===== src/rtl/mem_req_master_if.sv =====
// rtl/mem_req_master_if.sv - data-memory request/acknowledge bus
// Master drives a held word-aligned request; slave returns one mack per request.
interface mem_req_master_if #(
  parameter int ADDR_W = 32
);
  logic              mreq;
  logic              mwe;
  logic [ADDR_W-1:0] maddr;
  logic [31:0]       mwdata;
  logic [3:0]        mbe;
  logic [31:0]       mrdata;
  logic              mack;

  modport master (
    output mreq, mwe, maddr, mwdata, mbe,
    input  mrdata, mack
  );

  modport slave (
    input  mreq, mwe, maddr, mwdata, mbe,
    output mrdata, mack
  );
endinterface


===== src/rtl/mem_req_master.sv =====
// rtl/mem_req_master.sv - MEM-stage load/store initiator with pipeline freeze
// One access per instruction; misaligned, conflicting and timed-out accesses pulse err.
module mem_req_master #(
  parameter int ADDR_W  = 32,
  parameter int TIMEOUT = 255
) (
  input  logic              clk,
  input  logic              rst,
  input  logic              mem_r_en_in,
  input  logic              mem_w_en_in,
  input  logic              size_in,
  input  logic              sign_in,
  input  logic [ADDR_W-1:0] addr_in,
  input  logic [31:0]       st_val,
  output logic              freeze,
  output logic [31:0]       load_value,
  output logic              load_valid,
  output logic              err,
  mem_req_master_if.master  mem
);

  typedef enum logic [1:0] {
    IDLE = 2'd0,
    REQ  = 2'd1,
    DONE = 2'd2
  } state_t;

  localparam logic [7:0] TO = 8'(TIMEOUT);

  state_t            r_state;
  logic              r_mreq;
  logic              r_mwe;
  logic [ADDR_W-1:0] r_maddr;
  logic [3:0]        r_mbe;
  logic [31:0]       r_mwdata;
  logic              r_size;
  logic              r_sign;
  logic [1:0]        r_lane;
  logic [7:0]        r_cnt;
  logic [31:0]       r_load_value;
  logic              r_load_valid;
  logic              r_err;

  state_t            w_state_nxt;
  logic              w_mreq_nxt;
  logic              w_mwe_nxt;
  logic [ADDR_W-1:0] w_maddr_nxt;
  logic [3:0]        w_mbe_nxt;
  logic [31:0]       w_mwdata_nxt;
  logic              w_size_nxt;
  logic              w_sign_nxt;
  logic [1:0]        w_lane_nxt;
  logic [7:0]        w_cnt_nxt;
  logic [31:0]       w_load_value_nxt;
  logic              w_load_valid_nxt;
  logic              w_err_nxt;
  logic              w_freeze;
  logic              w_access;
  logic              w_bad;
  logic [7:0]        w_byte;
  logic [31:0]       w_rd_ext;

  assign w_access = mem_r_en_in | mem_w_en_in;
  assign w_bad    = (mem_r_en_in & mem_w_en_in) | (~size_in & (addr_in[1:0] != 2'b00));

  always_comb begin
    w_byte = mem.mrdata[7:0];
    unique case (r_lane)
      2'd0: w_byte = mem.mrdata[7:0];
      2'd1: w_byte = mem.mrdata[15:8];
      2'd2: w_byte = mem.mrdata[23:16];
      2'd3: w_byte = mem.mrdata[31:24];
    endcase
    w_rd_ext = r_size ? {{24{r_sign & w_byte[7]}}, w_byte} : mem.mrdata;
  end

  always_comb begin
    w_state_nxt      = r_state;
    w_mreq_nxt       = r_mreq;
    w_mwe_nxt        = r_mwe;
    w_maddr_nxt      = r_maddr;
    w_mbe_nxt        = r_mbe;
    w_mwdata_nxt     = r_mwdata;
    w_size_nxt       = r_size;
    w_sign_nxt       = r_sign;
    w_lane_nxt       = r_lane;
    w_cnt_nxt        = r_cnt;
    w_load_value_nxt = r_load_value;
    w_load_valid_nxt = 1'b0;
    w_err_nxt        = 1'b0;
    w_freeze         = 1'b0;

    unique case (r_state)
      IDLE: begin
        if (w_access) begin
          w_freeze = 1'b1;
          if (w_bad) begin
            w_state_nxt = DONE;
            w_err_nxt   = 1'b1;
          end else begin
            w_state_nxt  = REQ;
            w_mreq_nxt   = 1'b1;
            w_mwe_nxt    = mem_w_en_in;
            w_maddr_nxt  = {addr_in[ADDR_W-1:2], 2'b00};
            w_mbe_nxt    = size_in ? (4'b0001 << addr_in[1:0]) : 4'hF;
            w_mwdata_nxt = size_in ? {4{st_val[7:0]}} : st_val;
            w_size_nxt   = size_in;
            w_sign_nxt   = sign_in;
            w_lane_nxt   = addr_in[1:0];
            w_cnt_nxt    = 8'd0;
          end
        end
      end
      REQ: begin
        w_freeze = 1'b1;
        if (mem.mack) begin
          w_mreq_nxt  = 1'b0;
          w_state_nxt = DONE;
          if (!r_mwe) begin
            w_load_value_nxt = w_rd_ext;
            w_load_valid_nxt = 1'b1;
          end
        end else begin
          w_cnt_nxt = r_cnt + 8'd1;
          // A late mack arriving with the final count still wins over the abort.
          if (r_cnt + 8'd1 == TO) begin
            w_mreq_nxt  = 1'b0;
            w_state_nxt = DONE;
            w_err_nxt   = 1'b1;
          end
        end
      end
      DONE: begin
        w_state_nxt = IDLE;
      end
      default: begin
        w_state_nxt = IDLE;
        w_mreq_nxt  = 1'b0;
      end
    endcase

    if (rst) begin
      w_freeze = 1'b0;
    end
  end

  always_ff @(posedge clk or posedge rst) begin
    if (rst) begin
      r_state      <= IDLE;
      r_mreq       <= 1'b0;
      r_mwe        <= 1'b0;
      r_maddr      <= '0;
      r_mbe        <= 4'h0;
      r_mwdata     <= 32'h0;
      r_size       <= 1'b0;
      r_sign       <= 1'b0;
      r_lane       <= 2'b00;
      r_cnt        <= 8'd0;
      r_load_value <= 32'h0;
      r_load_valid <= 1'b0;
      r_err        <= 1'b0;
    end else begin
      r_state      <= w_state_nxt;
      r_mreq       <= w_mreq_nxt;
      r_mwe        <= w_mwe_nxt;
      r_maddr      <= w_maddr_nxt;
      r_mbe        <= w_mbe_nxt;
      r_mwdata     <= w_mwdata_nxt;
      r_size       <= w_size_nxt;
      r_sign       <= w_sign_nxt;
      r_lane       <= w_lane_nxt;
      r_cnt        <= w_cnt_nxt;
      r_load_value <= w_load_value_nxt;
      r_load_valid <= w_load_valid_nxt;
      r_err        <= w_err_nxt;
    end
  end

  assign freeze     = w_freeze;
  assign load_value = r_load_value;
  assign load_valid = r_load_valid;
  assign err        = r_err;
  assign mem.mreq   = r_mreq;
  assign mem.mwe    = r_mwe;
  assign mem.maddr  = r_maddr;
  assign mem.mbe    = r_mbe;
  assign mem.mwdata = r_mwdata;

endmodule


===== src/flat_wrapper.sv =====
// flat-port wrapper written by rule: the top's interface ports become plain ports
module mem_req_master_flat 
#(
  parameter int ADDR_W  = 32,
  parameter int TIMEOUT = 255
)
  (clk, rst, mem_r_en_in, mem_w_en_in, size_in, sign_in, addr_in, st_val, freeze, load_value, load_valid, err, mem_mreq, mem_mwe, mem_maddr, mem_mwdata, mem_mbe, mem_mrdata, mem_mack);
  mem_req_master_if #(.ADDR_W(ADDR_W)) mem_i ();
  input  logic clk;
  input  logic rst;
  input  logic mem_r_en_in;
  input  logic mem_w_en_in;
  input  logic size_in;
  input  logic sign_in;
  input  logic [ADDR_W-1:0] addr_in;
  input  logic [31:0] st_val;
  output logic freeze;
  output logic [31:0] load_value;
  output logic load_valid;
  output logic err;
  output wire logic [$bits(mem_i.mreq)-1:0] mem_mreq;
  output wire logic [$bits(mem_i.mwe)-1:0] mem_mwe;
  output wire logic [$bits(mem_i.maddr)-1:0] mem_maddr;
  output wire logic [$bits(mem_i.mwdata)-1:0] mem_mwdata;
  output wire logic [$bits(mem_i.mbe)-1:0] mem_mbe;
  input wire logic [$bits(mem_i.mrdata)-1:0] mem_mrdata;
  input wire logic [$bits(mem_i.mack)-1:0] mem_mack;
  assign mem_mreq = mem_i.mreq;
  assign mem_mwe = mem_i.mwe;
  assign mem_maddr = mem_i.maddr;
  assign mem_mwdata = mem_i.mwdata;
  assign mem_mbe = mem_i.mbe;
  assign mem_i.mrdata = mem_mrdata;
  assign mem_i.mack = mem_mack;
  mem_req_master #(.ADDR_W(ADDR_W), .TIMEOUT(TIMEOUT)) u_core (.clk(clk), .rst(rst), .mem_r_en_in(mem_r_en_in), .mem_w_en_in(mem_w_en_in), .size_in(size_in), .sign_in(sign_in), .addr_in(addr_in), .st_val(st_val), .freeze(freeze), .load_value(load_value), .load_valid(load_valid), .err(err), .mem(mem_i));
endmodule

===== config.mk =====
export PLATFORM = sky130hd
export DESIGN_NAME = mem_req_master_flat
export DESIGN_NICKNAME = d
export VERILOG_FILES = /design/src/rtl/mem_req_master_if.sv /design/src/rtl/mem_req_master.sv /design/src/flat_wrapper.sv
export SDC_FILE = /design/constraint.sdc
export NUM_CORES = 1
export LEC_CHECK = 0
export ABC_CLOCK_PERIOD_IN_PS = 4500
export CAP_MARGIN = 20
export CORE_MARGIN = 5
export CORE_UTILIZATION = 44
export CTS_CLUSTER_DIAMETER = 80
export DETAILED_ROUTE_END_ITERATION = 12
export GPL_TIMING_DRIVEN = 0
export PLACE_DENSITY = 0.81
export SETUP_SLACK_MARGIN = 0.02
export SLEW_MARGIN = 20
export SYNTH_ARGS = -nofsm -noshare
export SYNTH_HDL_FRONTEND = slang
export SYNTH_SLANG_ARGS = --single-unit

===== constraint.sdc =====
create_clock -name clk -period 4.5 [get_ports clk]
set_input_delay 0.9 -clock clk [delete_from_list [all_inputs] [get_ports clk]]
set_output_delay 0.9 -clock clk [all_outputs]
set_load 0.02 [all_outputs]

==> results of run 1 <==
[cell usage in the layout (no fill, tap or decap), types with 4 or more instances in the layout]
master,instances
nand2b_1,27
inv_1,5
mux2i_1,32
o21ai_0,17
clkbuf_16,17
buf_6,4
mux2_1,40
clkbuf_8,5
nor2_1,59
a21oi_1,50
clkbuf_1,12
buf_2,13
bufinv_16,6
nand2_1,16
buf_4,7
a31oi_1,6
o2bb2ai_1,14
dfrtp_1,116
o31ai_1,4
clkdlybuf4s50_1,204
[worst min-delay path, stage by stage, from the launching register on]
cell and delay [ns]:
dfrtp_1 0.34, nand2_1 0.04, o21ai_0 0.06
[routing by layer]
layer | global-route usage (%) | up-vias | share of wire [%] | wire length (um)
met3 | 9.47 | 38 | 11 | 1680
met2 | 37.2 | 218 | 48 | 7550
met4 | 9.59 | 0 | 2.6 | 410
met5 | 0 | - | 0 | 0
li1 | - | 2125 | - | -
met1 | 25.5 | 2230 | 39 | 6080
[final cells by class]
cell class	count	area (um2)	area share [%]
plain buffers	35	204	2.47
repair buffers	205	2070	25.1
multi-input cells	318	2160	26.2
clock buffers	23	498	6.04
flip-flops and latches	116	2900	35.2
clock inverters	9	195	2.37
well taps	147	184	2.23
inverters	7	31.3	0.379
[through the flow]
stage          setup TNS, ns  power [mW]  util, %  hold WS [ns]  cells
4_1_cts                    0        6.07     69.2         0.487    860
3_5_place_dp               0        4.46     63.4         0.475    828
2_1_floorplan              0        3.16        -         0.459    476
6_report                   0        6.02     69.2         0.479    860
5_1_grt                    0        6.34     69.2         0.502    860
3_3_place_gp         -124.73        4.38     63.1         0.468    827
[worst max-delay path by stage]
stage                     start                    to  slack, ns
finish              mem_w_en_in                freeze       1.25
global route        mem_w_en_in                freeze       1.21
CTS                 mem_w_en_in                freeze       1.25
detailed placement  mem_w_en_in                freeze       1.25
global placement            rst  u_core.mem.maddr[22]      -1.08
floorplan                   rst            u_core.err       0.53
[state kept, by name (all words and copies together), names as in the netlist]
signal             cells
u_core.load_value     32
u_core.mem.mwdata     32
u_core.mem.mwe         1
u_core.mem.mbe         4
u_core.load_valid      1
u_core.r_state         2
u_core.mem.mreq        1
u_core.r_lane          2
u_core.mem.maddr      30
u_core.err             1
u_core.r_cnt           8
u_core.r_size          1
u_core.r_sign          1
[cell families (layout without fill, tap and decap cells)]
family | Yosys count | count (layout) | share of synthesized area, %
AOI/OAI and AO/OA | 113 | 113 | 13.4
xor gates and xnor gates | 4 | 4 | 0.663
adders and majority gates | 2 | 2 | 0.473
buffers and inverters | 42 | 279 | 4.35
DFF | 116 | 116 | 54.9
muxes | 74 | 74 | 15.0
other | 1 | 2 | 0.0709
and+or+nand+nor | 123 | 123 | 11.1
[power groups by stage]
stage | sequential [mW] | combinational, mW | clock [mW]
global route | 1.85 | 2.85 | 1.64
floorplan | 2.31 | 0.851 | 0
global placement | 1.77 | 2.61 | 0
detailed placement | 1.80 | 2.66 | 0
finish | 1.79 | 2.66 | 1.57
CTS | 1.79 | 2.69 | 1.59
==> summary.txt, run 1 <==
Clock tree
  • Post-CTS Hold Fix Bufs: 0
  • Setup repair bufs after CTS: 0
  • Clk buf depth: 2
  • CTS H-tree lvls: 4
  • Worst-path clk slew: 0.05 ns
  • Clock Latency Late Sink: 0.41 ns
  • Total CTS buffers: 17
  • CTS root buf: clkbuf_16
  • TritonCTS clock tree: built
  • CTS resizes: 0
  • # clock sinks: 116

Pwr
  • Pint: 3.92 mW
  • P_sw: 2.10 mW
  • Pwr dens: 731 mW/mm2
  • Sequential share of power: 29.7%
  • Comb pwr share: 44.2%
  • Sw Ratio: 34.9%
  • P_leak: 3.52 nW
  • Peak VDD IR: 440 uV
  • Clk pwr share: 26.1%

Route
  • Final wirelength: 15,700 um
  • DR WL/cell: 18.3 um
  • DR vias: 4,611
  • Vias per cell: 5.36
  • Detailed-router iteration count before antenna repair: 5
  • Drt drc: 0
  • Initial DRC Count: 290
  • Routed Antenna Nets: 0

Floorplanning
  • Row count: 40
  • Initial Utilization: 44.4%
  • Height of the die: 120 um
  • Num ports: 208
  • Die Wd: 120 um
  • Core ar.: 0.0119 mm2
  • Die area: 0.0143 mm2

Yosys
  • Yosys top cell area share: 54.9%
  • Count leader, synth: dfrtp_1
  • Seq/Total Area, Yosys: 54.9%
  • Top post-synthesis cells by count: dfrtp_1, nor2_1, a21oi_1, mux2_1, mux2i_1
  • Cell taking the most area after synthesis: dfrtp_1
  • Primary FF master, synth: dfrtp_1
  • Count of different cell masters after synthesis: 51
  • EDFF count, synth: 0
  • FFs w/ async S/R, synth: 100%
  • Top cells by area, synth: dfrtp_1, mux2_1, mux2i_1
  • Synth Cell Area: 0.00529 mm2
  • Post-Synthesis Cells: 475
  • Synth Warn #: 0
  • Syn avg cell area: 11.1 um2
  • Synthesis-stage register bit count: 116

Placement
  • Count of input and output buffers: 204
  • Post-DP Area: 0.00755 mm2
  • Dpl ws: 1.25 ns
  • GP Congestion: 0.879
  • Dpl hpwl: 11,800 um

Final layout
  • Synth-to-Final Area Change: 55.9%
  • Layout cells sized above 1: 8.98%
  • Final Cell Area: 0.00824 mm2
  • Final net count: 805
  • Fill count: 902
  • Ant. Diodes: 0

Min path
  • Hold worst-path end: u_core.load_value[0]
  • Hold path depth: 2
  • HP Class: register to register
  • Worst min-delay path startpoint: u_core.load_value[0]

Worst setup path
  • FF-to-FF setup slack: 2.53 ns
  • Buf/Inv on CP: 2
  • Critical Path End Type: output pin
  • Crit path depth: 4
  • Crit path kind: primary input to output pin
  • CP max stage delay: 0.64 ns
  • Worst Path Arrival: 2.35 ns
  • RR Startpoint: u_core.r_state[1]
  • Reg2reg end: u_core.load_value[8]
  • Reg2reg path depth: 6
  • Critical Path, Cell by Cell: clkdlybuf4s50_1, nor3_1, nor3_1, clkdlybuf4s50_1
  • CP max stage cell: clkdlybuf4s50_1
  • Nature of the critical path startpoint: primary input
  • WP data required: 3.60 ns
  • CP delay by family, top: buffers and inverters
  • Crit path max fanout: 6

STA
  • RSZ-0062 raised after global routing: false
  • Final number of setup-violating endpoints: 0
  • Tightest Pin Transition: 0.779 ns
  • Max Clk Rate: 308 MHz
  • Final worst slack: 1.25 ns
  • Worst rel slew slack: 48.0%
  • Final slew viol count: 0
  • Fin Clk Skew: 0.00664 ns
  • Minimum clock period: 3.25 ns
  • Crit share post-route: 72.1%
  • Final hold vios: 0

Global routing
  • Vias in the first global route: 4,966
  • Antenna violations before repair: 0
  • GRT Total Usage: 22.5%
  • Total gr overflow: 0
  • Global-route wire length before repair: 25,400 um
  • Pin count of the biggest net entering global routing: 75

Outcome
  • Outcome: complete, no violations

Run
  • Max_cap viols: 0
(Power assumes the default switching activity.)
==> run 2: changes to the inputs <==
--- a/config.mk
+++ b/config.mk
@@ -5,14 +5,14 @@
 export SDC_FILE = /design/constraint.sdc
 export NUM_CORES = 1
 export LEC_CHECK = 0
-export ABC_CLOCK_PERIOD_IN_PS = 4500
+export ABC_CLOCK_PERIOD_IN_PS = 2900
 export CAP_MARGIN = 20
 export CORE_MARGIN = 5
-export CORE_UTILIZATION = 44
+export CORE_UTILIZATION = 40
 export CTS_CLUSTER_DIAMETER = 80
 export DETAILED_ROUTE_END_ITERATION = 12
 export GPL_TIMING_DRIVEN = 0
-export PLACE_DENSITY = 0.81
+export PLACE_DENSITY = 0.77
 export SETUP_SLACK_MARGIN = 0.02
 export SLEW_MARGIN = 20
 export SYNTH_ARGS = -nofsm -noshare
==> constraint.sdc (replaced) <==
create_clock -name clk -period 2.9 [get_ports clk]
set_input_delay 0.58 -clock clk [delete_from_list [all_inputs] [get_ports clk]]
set_output_delay 0.58 -clock clk [all_outputs]
set_load 0.02 [all_outputs]
==> run 2 against run 1 <==
- core utilization is 6.3 points lower
- highest routed layer unchanged
- final cell count increased by 3.6%
- first-iteration DRC count increased by 4.1%
- clock power is 36% higher
- clock skew increased by 0.0012 ns
- sequential share of layout area up 0.064 points
- critical endpoint unchanged
- final area shrank 0.18%
- clock-buffer cell count fell by 3
==> summary.txt, run 2 (synthesis results as in run 1) <==
STA
  • Hold_ws: 0.488 ns (+0.00855 ns)
  • Final hold vios: 0 (unchanged)
  • Final worst slack: 0.273 ns (-0.982 ns)
  • Final number of setup-violating endpoints: 0 (unchanged)
  • Crit share post-route: 90.6%
  • Setup TNS: 0 ns (unchanged)
  • Max Clk Rate: 381 MHz
  • Tightest Pin Transition: 0.762 ns (-0.0168 ns)
  • Final slew viol count: 0 (unchanged)
  • Fin Clk Skew: 0.00786 ns (+0.00122 ns)
  • Minimum clock period: 2.63 ns
  • Worst rel slew slack: 49.2% (+1.1 points)
  • RSZ-0062 raised after global routing: false

Pwr
  • P_leak: 3.49 nW (-1.1%)
  • Pwr dens: 1100 mW/mm2 (+50%)
  • Peak VDD IR: 574 uV (+30%)
  • Tot Pwr: 9.03 mW (+50%)

Route
  • Vias per cell: 5.11 (-4.6%)
  • Drt drc: 0 (unchanged)
  • DR WL/cell: 17.6 um (-3.9%)
  • Initial DRC Count: 302 (+4.1%)
  • Routed Antenna Nets: 0 (unchanged)
  • Final wirelength: 15,700 um (-0.43%)
  • DR vias: 4,557 (-1.2%)
  • Detailed-router iteration count before antenna repair: 5 (unchanged)

Worst setup path
  • Crit path max fanout: 6 (unchanged)
  • Critical Path End Type: output pin
  • Critical Path, Cell by Cell: clkdlybuf4s50_1, nor3_1, nor3_1, clkdlybuf4s50_1
  • Buf/Inv on CP: 2 (unchanged)
  • CP max stage cell: clkdlybuf4s50_1
  • CP delay by family, top: buffers and inverters
  • Worst Path Arrival: 2.05 ns (-0.30 ns)
  • Crit path kind: primary input to output pin
  • WP data required: 2.32 ns (-1.28 ns)
  • Nature of the critical path startpoint: primary input
  • CP max stage delay: 0.63 ns (about the same)

Floorplanning
  • Die Wd: 125 um (+4.5%)
  • Core ar.: 0.0131 mm2 (+9.9%)
  • Height of the die: 125 um (+4.5%)
  • Initial Utilization: 40.4% (-4.0 points)
  • Row count: 42 (+5.0%)
  • Die area: 0.0156 mm2 (+9.1%)
  • Num ports: 208 (unchanged)

Placement
  • GP Congestion: 0.824 (-6.2%)
  • Placed cells: 859 (+3.7%)
  • Dpl hpwl: 11,900 um (+0.98%)
  • Dpl ws: 0.249 ns (-1.00 ns)
  • Count of input and output buffers: 204 (unchanged)

Clock tree
  • CTS H-tree lvls: 4 (unchanged)
  • CTS root buf: clkbuf_16
  • Clk buf depth: 2 (unchanged)
  • Clock Latency Late Sink: 0.41 ns (about the same)
  • CTS resizes: 0 (unchanged)
  • # clock sinks: 116 (unchanged)
  • Worst-path clk slew: 0.06 ns (about the same)
  • Setup repair bufs after CTS: 0 (unchanged)
  • TritonCTS clock tree: built
  • Post-CTS Hold Fix Bufs: 0 (unchanged)
  • Total CTS buffers: 17 (unchanged)

Final layout
  • Post-route insts no fill: 891 (+3.6%)
  • Commonest non-fill, non-tap cell in the layout: clkdlybuf4s50_1
  • Multi-input logic area: 0.00216 mm2 (unchanged)
  • Layout cells sized above 1: 9.23% (+0.25 points)
  • Reg area: 0.00290 mm2 (unchanged)
  • Synth-to-Final Area Change: 55.6%
  • Final net count: 807 (+0.25%)
  • Most frequent cells in the layout: clkdlybuf4s50_1, dfrtp_1, nor2_1
  • Ant. Diodes: 0 (unchanged)
  • Fill count: 1,006 (+12%)

Run
  • Max_cap viols: 0 (unchanged)

Global routing
  • GRT Total Usage: 20.2% (-2.3 points)
  • Vias in the first global route: 4,876 (-1.8%)
  • Global-route wire length before repair: 25,200 um (-0.57%)
  • Total gr overflow: 0 (unchanged)
  • Pin count of the biggest net entering global routing: 36 (-52%)
  • Antenna violations before repair: 0 (unchanged)

Outcome
  • Outcome: complete, no violations

Min path
  • HP Class: register to register
[run 2: per-stage QoR]
step / util (%) / area, um2
2_1_floorplan: - / 5300
3_3_place_gp: 57.8 / 7560
3_5_place_dp: 58.2 / 7620
4_1_cts: 62.9 / 8230
5_1_grt: 62.9 / 8230
6_report: 62.9 / 8230
[run 2: report_power, final]
part	internal (mW)	leakage (nW)	switching, mW
combinational	2.00	1.81	2.10
clock	1.39	0.292	0.746
sequential	2.36	1.38	0.426
total	5.76	3.49	3.27
[run 2: worst paths after layout]
path / startpoint / to / slack, ns / depth (start not counted)
setup / recovery: mem_w_en_in / freeze / 0.27 / 4
min in group asynchronous: rst / u_core.mem.maddr[15] / 0.66 / 2
hold reg to reg: u_core.load_value[6] / u_core.load_value[6] / 0.49 / 2
setup reg to reg: u_core.r_state[1] / u_core.load_value[28] / 0.88 / 6
hold / removal: u_core.load_value[6] / u_core.load_value[6] / 0.49 / 2
max in group asynchronous: rst / u_core.load_value[27] / 1.42 / 4
[run 2: layout make-up]
cell class | instances | area share [%]
repair buffers | 207 | 25.5
inverters | 7 | 0.365
clock buffers | 20 | 5.55
multi-input cells | 318 | 26.2
plain buffers | 35 | 2.48
well taps | 176 | 2.68
clock inverters | 12 | 1.87
flip-flops and latches | 116 | 35.3
[run 2: routing by layer]
metal,global-route usage (%),wire [um]
met2,33.4,7650
met1,23.9,6250
met4,9.18,405
met3,6.87,1350
met5,0,0
[run 2: worst reg2reg max path, cell delays in order (launching register included)]
cell and delay (ns):
dfrtp_1 0.35, buf_2 0.17, inv_1 0.16, nand4_1 0.41
a21oi_2 0.41, buf_2 0.30, a21oi_1 0.11
